[src/rtl/pcap_pkg.sv]
// Shared types and constants for the libpcap front-end framer.
package pcap_pkg;

    localparam int unsigned DATA_WIDTH             = 8;
    localparam int unsigned PCAP_HEADER_BYTES      = 24;
    localparam int unsigned PCAP_DATA_HEADER_BYTES = 16;
    localparam int unsigned MAX_PKT_BYTES          = 1518;
    localparam int unsigned PKT_COUNT_WIDTH        = 16;
    localparam int unsigned BYTE_CNT_WIDTH         = 16;
    localparam int unsigned INCL_LEN_WIDTH         = 32;
    localparam int unsigned INCL_LEN_OFFSET        = 8;
    localparam int unsigned INCL_LEN_BYTES         = 4;
    localparam int unsigned MAGIC_BYTES            = 4;

    // Magic word as written by a little-endian host (file bytes D4 C3 B2 A1)
    // and by a big-endian host (file bytes A1 B2 C3 D4); byte k of the file is bits [8k+7:8k].
    localparam logic [31:0] PCAP_MAGIC_LE = 32'hA1B2C3D4;
    localparam logic [31:0] PCAP_MAGIC_BE = 32'hD4C3B2A1;

    typedef enum logic [1:0] {
        S_GLOBAL_HDR,
        S_PKT_HDR,
        S_PKT_DATA,
        S_ERROR
    } pcap_state_t;

    // Expected magic byte at file position idx for the selected byte order.
    function automatic logic [7:0] magic_byte(input logic big_endian, input logic [1:0] idx);
        logic [31:0] w_order;
        w_order = big_endian ? PCAP_MAGIC_BE : PCAP_MAGIC_LE;
        return 8'(w_order >> {idx, 3'b000});
    endfunction

endpackage

[src/rtl/pcap_framer_if.sv]
// FIFO-side signal bundle of pcap_framer: input FIFO head, output FIFO push, status.
interface pcap_framer_if;
    import pcap_pkg::*;

    logic [DATA_WIDTH-1:0]      din;
    logic                       in_empty;
    logic                       in_rd_en;
    logic                       out_full;
    logic                       out_wr_en;
    logic [DATA_WIDTH-1:0]      out_dout;
    logic                       out_sof;
    logic                       out_eof;
    logic                       error;
    logic [PKT_COUNT_WIDTH-1:0] pkt_count;

    modport master (
        input  din, in_empty, out_full,
        output in_rd_en, out_wr_en, out_dout, out_sof, out_eof, error, pkt_count
    );

    modport slave (
        output din, in_empty, out_full,
        input  in_rd_en, out_wr_en, out_dout, out_sof, out_eof, error, pkt_count
    );
endinterface

[src/rtl/pcap_framer.sv]
// Strips the libpcap global and per-record headers from a byte stream and forwards
// only captured frame bytes, tagged with sof/eof, toward udp_parser's input FIFO.
module pcap_framer
    import pcap_pkg::*;
(
    input  logic          clock,
    input  logic          reset,
    pcap_framer_if.master bus
);

    pcap_state_t                r_state,      w_state_c;
    logic [BYTE_CNT_WIDTH-1:0]  r_byte_cnt,   w_byte_cnt_c;
    logic [INCL_LEN_WIDTH-1:0]  r_incl_len,   w_incl_len_c;
    logic                       r_big_endian, w_big_endian_c;
    logic [PKT_COUNT_WIDTH-1:0] r_pkt_count,  w_pkt_count_c;

    logic w_rd_en_c;
    logic w_wr_en_c;
    logic w_sof_c;
    logic w_eof_c;
    logic w_last_c;

    always_ff @(posedge clock or negedge reset) begin
        if (!reset) begin
            r_state      <= S_GLOBAL_HDR;
            r_byte_cnt   <= '0;
            r_incl_len   <= '0;
            r_big_endian <= 1'b0;
            r_pkt_count  <= '0;
        end else begin
            r_state      <= w_state_c;
            r_byte_cnt   <= w_byte_cnt_c;
            r_incl_len   <= w_incl_len_c;
            r_big_endian <= w_big_endian_c;
            r_pkt_count  <= w_pkt_count_c;
        end
    end

    // Byte counter zero-extended to 32 bits so the last-byte test never truncates incl_len.
    assign w_last_c = (INCL_LEN_WIDTH'(r_byte_cnt) == (r_incl_len - INCL_LEN_WIDTH'(1)));

    always_comb begin
        w_state_c      = r_state;
        w_byte_cnt_c   = r_byte_cnt;
        w_incl_len_c   = r_incl_len;
        w_big_endian_c = r_big_endian;
        w_pkt_count_c  = r_pkt_count;
        w_rd_en_c      = 1'b0;
        w_wr_en_c      = 1'b0;
        w_sof_c        = 1'b0;
        w_eof_c        = 1'b0;

        unique case (r_state)
            S_GLOBAL_HDR: begin
                w_rd_en_c = !bus.in_empty;
                if (w_rd_en_c) begin
                    w_byte_cnt_c = r_byte_cnt + BYTE_CNT_WIDTH'(1);
                    // Byte 0 picks the byte order; bytes 1..3 must continue that same sequence.
                    if (r_byte_cnt == '0) begin
                        if (bus.din == magic_byte(1'b0, 2'd0)) begin
                            w_big_endian_c = 1'b0;
                        end else if (bus.din == magic_byte(1'b1, 2'd0)) begin
                            w_big_endian_c = 1'b1;
                        end else begin
                            w_state_c = S_ERROR;
                        end
                    end else if (r_byte_cnt < BYTE_CNT_WIDTH'(MAGIC_BYTES)) begin
                        if (bus.din != magic_byte(r_big_endian, 2'(r_byte_cnt))) begin
                            w_state_c = S_ERROR;
                        end
                    end else if (r_byte_cnt == BYTE_CNT_WIDTH'(PCAP_HEADER_BYTES - 1)) begin
                        w_byte_cnt_c = '0;
                        w_state_c    = S_PKT_HDR;
                    end
                end
            end

            S_PKT_HDR: begin
                w_rd_en_c = !bus.in_empty;
                if (w_rd_en_c) begin
                    w_byte_cnt_c = r_byte_cnt + BYTE_CNT_WIDTH'(1);
                    if ((r_byte_cnt >= BYTE_CNT_WIDTH'(INCL_LEN_OFFSET)) &&
                        (r_byte_cnt <  BYTE_CNT_WIDTH'(INCL_LEN_OFFSET + INCL_LEN_BYTES))) begin
                        if (r_big_endian) begin
                            w_incl_len_c = {r_incl_len[INCL_LEN_WIDTH-DATA_WIDTH-1:0], bus.din};
                        end else begin
                            w_incl_len_c = {bus.din, r_incl_len[INCL_LEN_WIDTH-1:DATA_WIDTH]};
                        end
                    end
                    // incl_len is complete after byte 11, so the verdict on byte 15 uses the register.
                    if (r_byte_cnt == BYTE_CNT_WIDTH'(PCAP_DATA_HEADER_BYTES - 1)) begin
                        w_byte_cnt_c = '0;
                        if (r_incl_len == '0) begin
                            w_state_c = S_PKT_HDR;
                        end else if (r_incl_len > INCL_LEN_WIDTH'(MAX_PKT_BYTES)) begin
                            w_state_c = S_ERROR;
                        end else begin
                            w_state_c = S_PKT_DATA;
                        end
                    end
                end
            end

            S_PKT_DATA: begin
                w_wr_en_c = !bus.in_empty && !bus.out_full;
                w_rd_en_c = w_wr_en_c;
                w_sof_c   = w_wr_en_c && (r_byte_cnt == '0);
                w_eof_c   = w_wr_en_c && w_last_c;
                if (w_wr_en_c) begin
                    if (w_last_c) begin
                        w_byte_cnt_c  = '0;
                        w_pkt_count_c = r_pkt_count + PKT_COUNT_WIDTH'(1);
                        w_state_c     = S_PKT_HDR;
                    end else begin
                        w_byte_cnt_c = r_byte_cnt + BYTE_CNT_WIDTH'(1);
                    end
                end
            end

            S_ERROR: begin
                w_state_c = S_ERROR;
            end

            default: begin
                w_state_c = S_ERROR;
            end
        endcase
    end

    // Everything reads zero while reset is held, even though the state is already idle.
    assign bus.in_rd_en  = reset & w_rd_en_c;
    assign bus.out_wr_en = reset & w_wr_en_c;
    assign bus.out_sof   = reset & w_sof_c;
    assign bus.out_eof   = reset & w_eof_c;
    assign bus.out_dout  = (reset && (r_state == S_PKT_DATA)) ? bus.din : '0;
    assign bus.error     = reset & (r_state == S_ERROR);
    assign bus.pkt_count = r_pkt_count;

endmodule
[src/flat_wrapper.sv]
// flat-port wrapper written by rule: the top's interface ports become plain ports
module pcap_framer_flat import pcap_pkg::*;
  (clock, reset, bus_din, bus_in_empty, bus_out_full, bus_in_rd_en, bus_out_wr_en, bus_out_dout, bus_out_sof, bus_out_eof, bus_error, bus_pkt_count);
  pcap_framer_if bus_i ();
  input  logic clock;
  input  logic reset;
  input wire logic [$bits(bus_i.din)-1:0] bus_din;
  input wire logic [$bits(bus_i.in_empty)-1:0] bus_in_empty;
  input wire logic [$bits(bus_i.out_full)-1:0] bus_out_full;
  output wire logic [$bits(bus_i.in_rd_en)-1:0] bus_in_rd_en;
  output wire logic [$bits(bus_i.out_wr_en)-1:0] bus_out_wr_en;
  output wire logic [$bits(bus_i.out_dout)-1:0] bus_out_dout;
  output wire logic [$bits(bus_i.out_sof)-1:0] bus_out_sof;
  output wire logic [$bits(bus_i.out_eof)-1:0] bus_out_eof;
  output wire logic [$bits(bus_i.error)-1:0] bus_error;
  output wire logic [$bits(bus_i.pkt_count)-1:0] bus_pkt_count;
  assign bus_i.din = bus_din;
  assign bus_i.in_empty = bus_in_empty;
  assign bus_i.out_full = bus_out_full;
  assign bus_in_rd_en = bus_i.in_rd_en;
  assign bus_out_wr_en = bus_i.out_wr_en;
  assign bus_out_dout = bus_i.out_dout;
  assign bus_out_sof = bus_i.out_sof;
  assign bus_out_eof = bus_i.out_eof;
  assign bus_error = bus_i.error;
  assign bus_pkt_count = bus_i.pkt_count;
  pcap_framer u_core (.clock(clock), .reset(reset), .bus(bus_i));
endmodule
[config.mk]
export PLATFORM = sky130hd
export DESIGN_NAME = pcap_framer_flat
export DESIGN_NICKNAME = d
export VERILOG_FILES = /design/src/rtl/pcap_pkg.sv /design/src/rtl/pcap_framer_if.sv /design/src/rtl/pcap_framer.sv /design/src/flat_wrapper.sv
export SDC_FILE = /design/constraint.sdc
export NUM_CORES = 1
export LEC_CHECK = 0
export BUFFER_PORTS_ARGS = -buffer_cell sky130_fd_sc_hd__buf_2
export CAP_MARGIN = 20
export CORE_AREA = 2 2 81 122
export CTS_BUF_LIST = sky130_fd_sc_hd__clkbuf_16
export DETAILED_ROUTE_END_ITERATION = 12
export DIE_AREA = 0 0 83 124
export GPL_TIMING_DRIVEN = 0
export PLACE_DENSITY = 0.81
export SLEW_MARGIN = 0
export SYNTH_ARGS = -nofsm -noshare
export SYNTH_HDL_FRONTEND = slang
export SYNTH_SLANG_ARGS = --single-unit
[constraint.sdc]
create_clock -name clock -period 3.2 [get_ports clock]
set_clock_uncertainty 0.1 [all_clocks]
set_input_delay 0.32 -clock clock [delete_from_list [all_inputs] [get_ports clock]]
set_output_delay 0.32 -clock clock [all_outputs]
set_load 0.02 [all_outputs]
; ---- Word level (Yosys, flattened, before mapping)
; Index checks and enable logic that the tools add are counted.
[classes]
eq_ne = 18
muxes = 32
n_reduce_logical = 18
addsub = 3
div = 0
shift = 1
multipliers = 0
n_lt_le_gt_ge = 4
bitwise_logic = 6
[op_table]
columns = op, count
row1 = 2-to-1 mux 16 bit, 8
row2 = case mux 16 bit (3 select lines), 1
row3 = "adder 16 x 1 -> 16 bit, second input constant", 2
row4 = equality test 16 x 32 -> 1 bit, 1
row5 = "greater-than comparator 32 x 11 -> 1 bit, second input constant", 1
row6 = zero test 32 bit, 1
row7 = 2-to-1 mux 32 bit, 1
row8 = right shift 32 x 5 -> 8 bit, 1
row9 = "subtractor 32 x 1 -> 32 bit, second input constant", 1
row10 = 2-to-1 mux 31 bit, 1
row11 = 2-to-1 mux 2 bit, 12
row12 = "equality test 16 x 4 -> 1 bit, second input constant", 1
row13 = "equality test 16 x 5 -> 1 bit, second input constant", 1
row14 = "equality test 8 bit, second input constant", 2
row15 = ">= comparator 16 x 4 -> 1 bit, second input constant", 1
row16 = zero test 16 bit, 1
row17 = "less-than comparator 16 x 3 -> 1 bit, second input constant", 1
row18 = "less-than comparator 16 x 4 -> 1 bit, second input constant", 1
row19 = AND reduction 9 bit, 1
row20 = 2-to-1 mux 8 bit, 1
row21 = inequality test 8 bit, 1
row22 = case mux 2 bit (4 select lines), 1
row23 = AND reduction 4 bit, 2
row24 = 2-to-1 mux 1 bit, 6
row25 = 17 further kinds, 32
[word_totals]
reg_bits = 67
output_inout_bits = 29
latchBits = 0
elab_cells = 87
ramBits = 0
rom_bits = 0
memories = 0

; ---- Logic depth before layout (Yosys ltp)
[logic_depth]
depth_word = 8
mapped_depth = 12
mapped_depth_nobuf = 10

; ---- Worst setup path after synthesis
; Ideal clock, no wire load.
[synth_timing]
kind = reg-to-reg
start = reg u_core.r_incl_len[0]
end = reg u_core.r_state[1]
synth_period_minus_slack_ns = 3.153
setup_time_ns = 0.125
path_slack_ns = 0.047
path_stages_with_launch = 12
arrival_ns = 2.928
n_path_buf = 1
cell_sequence = dfrtp_1 > inv_1 > ha_1 > buf_2 > or3b_1 > a2111oi_0 > a31oi_1 > a2111o_1 > nor4_4 > a31oi_1 > nand4b_4 > mux2_4
[synth_between]
elab_chain_cells = 5
[synth_rtl]
columns = element, line
row1 = from (decl), pcap_framer.sv:13  ; logic [INCL_LEN_WIDTH-1:0] r_incl_len, w_incl_len_c;
row2 = from (signal assigned), pcap_framer.sv:33  ; r_incl_len <= w_incl_len_c;
row3 = branches (longest 5 deep; another with subtractor 32 x 1 -> 32 bit), --
row4 = to (signal assigned), pcap_framer.sv:31  ; r_state <= w_state_c;
row5 = to (decl), pcap_framer.sv:11  ; pcap_state_t r_state, w_state_c;
; Several ways; the timed one is not identified. The select of a mux whose other input is x is not followed.
; A chain may end at the register's enable or synchronous reset.

; ---- Final worst setup path
[layout_timing]
start = reg u_core.r_incl_len[7]
end = out bus_out_eof
[layout_between]
elab_chain_cells = 5
[layout_rtl]
columns = element, line
row1 = subtractor 32 x 1 -> 32 bit, pcap_framer.sv:40  ; assign w_last_c = (INCL_LEN_WIDTH'(r_byte_cnt) == (r_incl_len - INCL_LEN_WIDTH'(1)));
row2 = equality test 16 x 32 -> 1 bit, pcap_framer.sv:40
row3 = logical AND 1 bit, pcap_framer.sv:108  ; w_eof_c = w_wr_en_c && w_last_c;
row4 = 2-to-1 mux 1 bit, pcap_framer.sv:53  ; unique case (r_state)
row5 = AND 1 bit, pcap_framer.sv:134  ; assign bus.out_eof = reset & w_eof_c;
row6 = to (decl), flat_wrapper.sv:14  ; output wire logic [$bits(bus_i.out_eof)-1:0] bus_out_eof;
; No other way between the ends.

==> reports/results.txt <==
The flow ran to the end, but the final reports show violations. The final reports fail on negative hold slack, negative setup slack. STA classifies the critical path endpoint as an output pin. The leakage power figure is 3.188 nW, and the mean area per synthesized cell is 8.754 um^2. The clock group share of total power was 0.385.

The count of nets left with antenna violations once routing finished came out at 0. The logs give 10.60 mm for the post-DP HPWL and 69 for the number of different library cells in the post-synthesis netlist. The number of max-slew violations in the final report was 0. After synthesis the netlist holds a flip-flop and latch count of 67.

Routed signal wires occupy layers up through met4. In this run the deepest clock path goes through 2 buffers. The layout cell share with drive strength beyond 1 is 0.2526. Counting every sink on the clock net gives 67.

The headroom to the max-slew limit was 0.3905; the net switching share of the total power was 0.3337. The power density relative to cell area came out at 430.7 nW/um^2. At the later pin of the worst-skew pair, clock insertion delay measures 0.34 ns.

Clock-pin slew was measured on the worst setup and hold paths at 0.06 ns. By count the netlist is led by 67 x sky130_fd_sc_hd__dfrtp_1, 53 x sky130_fd_sc_hd__nor2_1, 41 x sky130_fd_sc_hd__a21oi_1. The logs give 3.14 ns for the critical path arrival and 0.3066 for the aggregate global-route resource usage.

Final critical-path required period: 3.563 ns. Count of nets after finishing: 679. After detailed routing, the average wire length per cell comes to 20.64 um. The die is 83 um wide. For the initial core utilization, the log shows 0.5433. Walking the worst path, the cells encountered are buf_4 -> or4_4 -> or4_4 -> o32ai_1 -> a21o_1 -> nand3_1 -> a2111oi_4 -> o2111a_1 -> buf_6. The highest cell delay on the worst timing path works out to 0.55 ns. Buffers inserted during clock tree synthesis total 9.

Setup repair after global routing could not meet its margin everywhere. Sequential share of power: 0.383. The category of cells accounting for the largest share of critical-path delay is simple AND/OR/NAND/NOR gates.

After detailed routing, the number of remaining DRC violations is 0. The cell sitting at the root of the clock tree is a sky130_fd_sc_hd__clkbuf_16. The worst setup path is launched from a register. The type of the worst min-delay path was in2async. The cell area that synthesis handed to floorplanning was 4999 um^2. The synthesis warning total is 0, and the first-pass detailed-route iteration total is 6. The number of global-route vias before repair came out at 5,051.

Wire segments on met2 add up to 8.307 mm in the final route. The logs give 0 for the max-capacitance violation count and 2.676 mW for the total power of the final layout. After detailed routing, the total wire length is 15.96 mm. Cell repeated most along the worst path: sky130_fd_sc_hd__or4_4.

The critical path in this run is classified as reg2out. The run gives 280.7 MHz as the highest achievable clock rate. Entering global routing, the biggest net connects 70 pins. The share of async-settable or async-resettable flops after synthesis is 1.000, and the maximum vdd ir drop is 418.9 uV. Synthesis produced 571 cells. The dominant register cell in the synthesized netlist is sky130_fd_sc_hd__dfrtp_1. The tools report the number of antenna violations at the first check in global routing as 0. TritonCTS built the clock tree. The sequential share of the synthesized area was 0.3354; the share of the synthesized area in the top cell type was 0.3354.

The number of failing hold endpoints at the final stage is 4, and the worst setup margin is -0.3628 ns. The biggest area contributor in the post-synthesis netlist is sky130_fd_sc_hd__dfrtp_1. The average via count per standard cell is 6.599.

The startpoint identified for the worst register-to-register timing path is u_core.r_incl_len[14]. In this run the tool buffered the top-level ports with 40 buffer cells. The logs give 0.8844 for the routability-driven placement congestion ratio and -0.4230 ns for the placement-stage worst setup slack. Row generation in the floorplan step produced 43 rows. Number of diodes added for antenna fixing: 0. The switching power of the nets was 893.0 uW. By area the synthesized netlist is led by sky130_fd_sc_hd__dfrtp_1 34%, sky130_fd_sc_hd__mux2i_1 7.0%, sky130_fd_sc_hd__a21oi_1 4.1%. The first routing iteration left 506 violations.

The ratio of final minimum period to clock period was 1.113; the core footprint was 9200 um^2. The length of routed wiring on met1 is 5.720 mm, and the share of the core filled with cells is 0.6755. The tools report the startpoint of the worst setup timing path as u_core.r_incl_len[7].

The worst hold slack is -0.004459 ns. Share of power burned in combinational logic: 0.231. For this design the top-level I/O count stands at 41.

At the worst endpoint, the required time is 2.78 ns. sky130_fd_sc_hd__dfrtp_1 is the most common cell in the netlist. For the setup violation total in the final timing report, the log shows 33. The run gives 3 as the number of levels in the clock H-tree. Relative to the synthesized area, the layout overhead comes to 24.33%. The total overflow reported by the global router was 0; the height of the die was 124 um. The floorplan step defined a die boundary enclosing 10,290 um^2.

The largest individual stage delay along the critical path comes from the cell sky130_fd_sc_hd__or4_4. The synthesized design contains 0 enable-type register cells. Worst-path maximum fanout: 8. The logs give 1.783 mW for the design internal power and 997 um for the detailed route wirelength on metal3. The first global-routing pass estimated 25.12 mm of wire. When the netlist entered floorplanning its net count stood at 594. At the pin with the least slew margin, the transition time is 0.9143 ns. Together, buffers and inverters on the worst path number 2. The detailed router placed 5,101 vias in this run.
-- state kept, by name, indices dropped and copies added, names as in the netlist --
register / flops
u_core.r_incl_len: 32
u_core.bus.pkt_count: 16
u_core.r_byte_cnt: 16
u_core.r_state: 2
u_core.r_big_endian: 1
-- power by group through the flow --
stage                     logic, mW  clock network, mW  registers [mW]
after floorplan               0.423                  0            1.00
after global placement        0.531                  0            1.03
after detailed placement      0.548                  0            1.03
after CTS                     0.579               1.04            1.02
after global routing          0.670               1.07            1.04
final                         0.619               1.03            1.03
-- cells in the final DEF (no fill, tap or decap), types with 12 or more instances in the layout --
cell and count:
sky130_fd_sc_hd__dfrtp_1 59, sky130_fd_sc_hd__nor2_1 50, sky130_fd_sc_hd__buf_2 42, sky130_fd_sc_hd__a21oi_1 41, sky130_fd_sc_hd__mux2i_1 35, sky130_fd_sc_hd__buf_4 33
sky130_fd_sc_hd__nand3_1 31, sky130_fd_sc_hd__nand2_1 30, sky130_fd_sc_hd__inv_1 25, sky130_fd_sc_hd__xor2_1 21, sky130_fd_sc_hd__clkbuf_1 20, sky130_fd_sc_hd__nor3_1 18
sky130_fd_sc_hd__xnor2_1 17, sky130_fd_sc_hd__a31oi_1 14, sky130_fd_sc_hd__and3_1 13, sky130_fd_sc_hd__nand4_1 13, sky130_fd_sc_hd__o22ai_1 12
-- final cells by class --
type,count,area (um^2)
Buffer,36,196.4
Clock buffer,9,225.2
Clock inverter,7,83.83
Fill cell,700,2985
Inverter,27,101.3
Multi-Input combinational cell,438,3249
Sequential cell,67,1687
Tap cell,112,140.1
Timing Repair Buffer,77,531.8
-- logic make-up (layout without fill, tap and decap cells) --
family	Yosys count	after routing	synth area share
and+or+nand+nor	233	233	0.2763
AOI/OAI and AO/OA	118	118	0.1600
DFF	67	67	0.3354
buffers and inverters	66	156	0.05657
xor gates and xnor gates	38	38	0.06658
muxes	38	38	0.07760
adders and majority gates	11	11	0.02753
-- timing repair --
item	in CTS	in global routing
pin swaps	11	14
buffers inserted	24	10
hold buffers	0	0
setup endpoints to repair	35	35
resized for setup	49	20
gates cloned	3	0
-- stage by stage --
step,area [um^2],TNS [ns],cells,hold WS [ns]
6_report,6215,-3.927,773,-0.004459
5_1_grt,6215,-7.691,773,0.08449
3_5_place_dp,5341,-11.39,723,0.3549
4_1_cts,6096,-3.472,765,0.03479
2_1_floorplan,4999,0,571,-0.07559
3_3_place_gp,5339,-11.33,723,0.3556
-- metal layers --
layer,up-vias,global-route usage
li1,2282,-
met4,0,0.1967
met2,272,0.5590
met3,89,0.06097
met5,-,0
met1,2458,0.3228
-- final timing paths --
kind	cells past startpoint	end	slack, ns
max	9	bus_out_eof	-0.36
min	1	u_core.r_byte_cnt[11]	-0.004
max reg2reg	12	u_core.r_state[1]	-0.29
min reg2reg	1	u_core.bus.pkt_count[15]	0.37
max in group asynchronous	1	u_core.r_incl_len[4]	2.34
min in group clock	3	u_core.r_incl_len[31]	0.24
(Power assumes the default switching activity.)
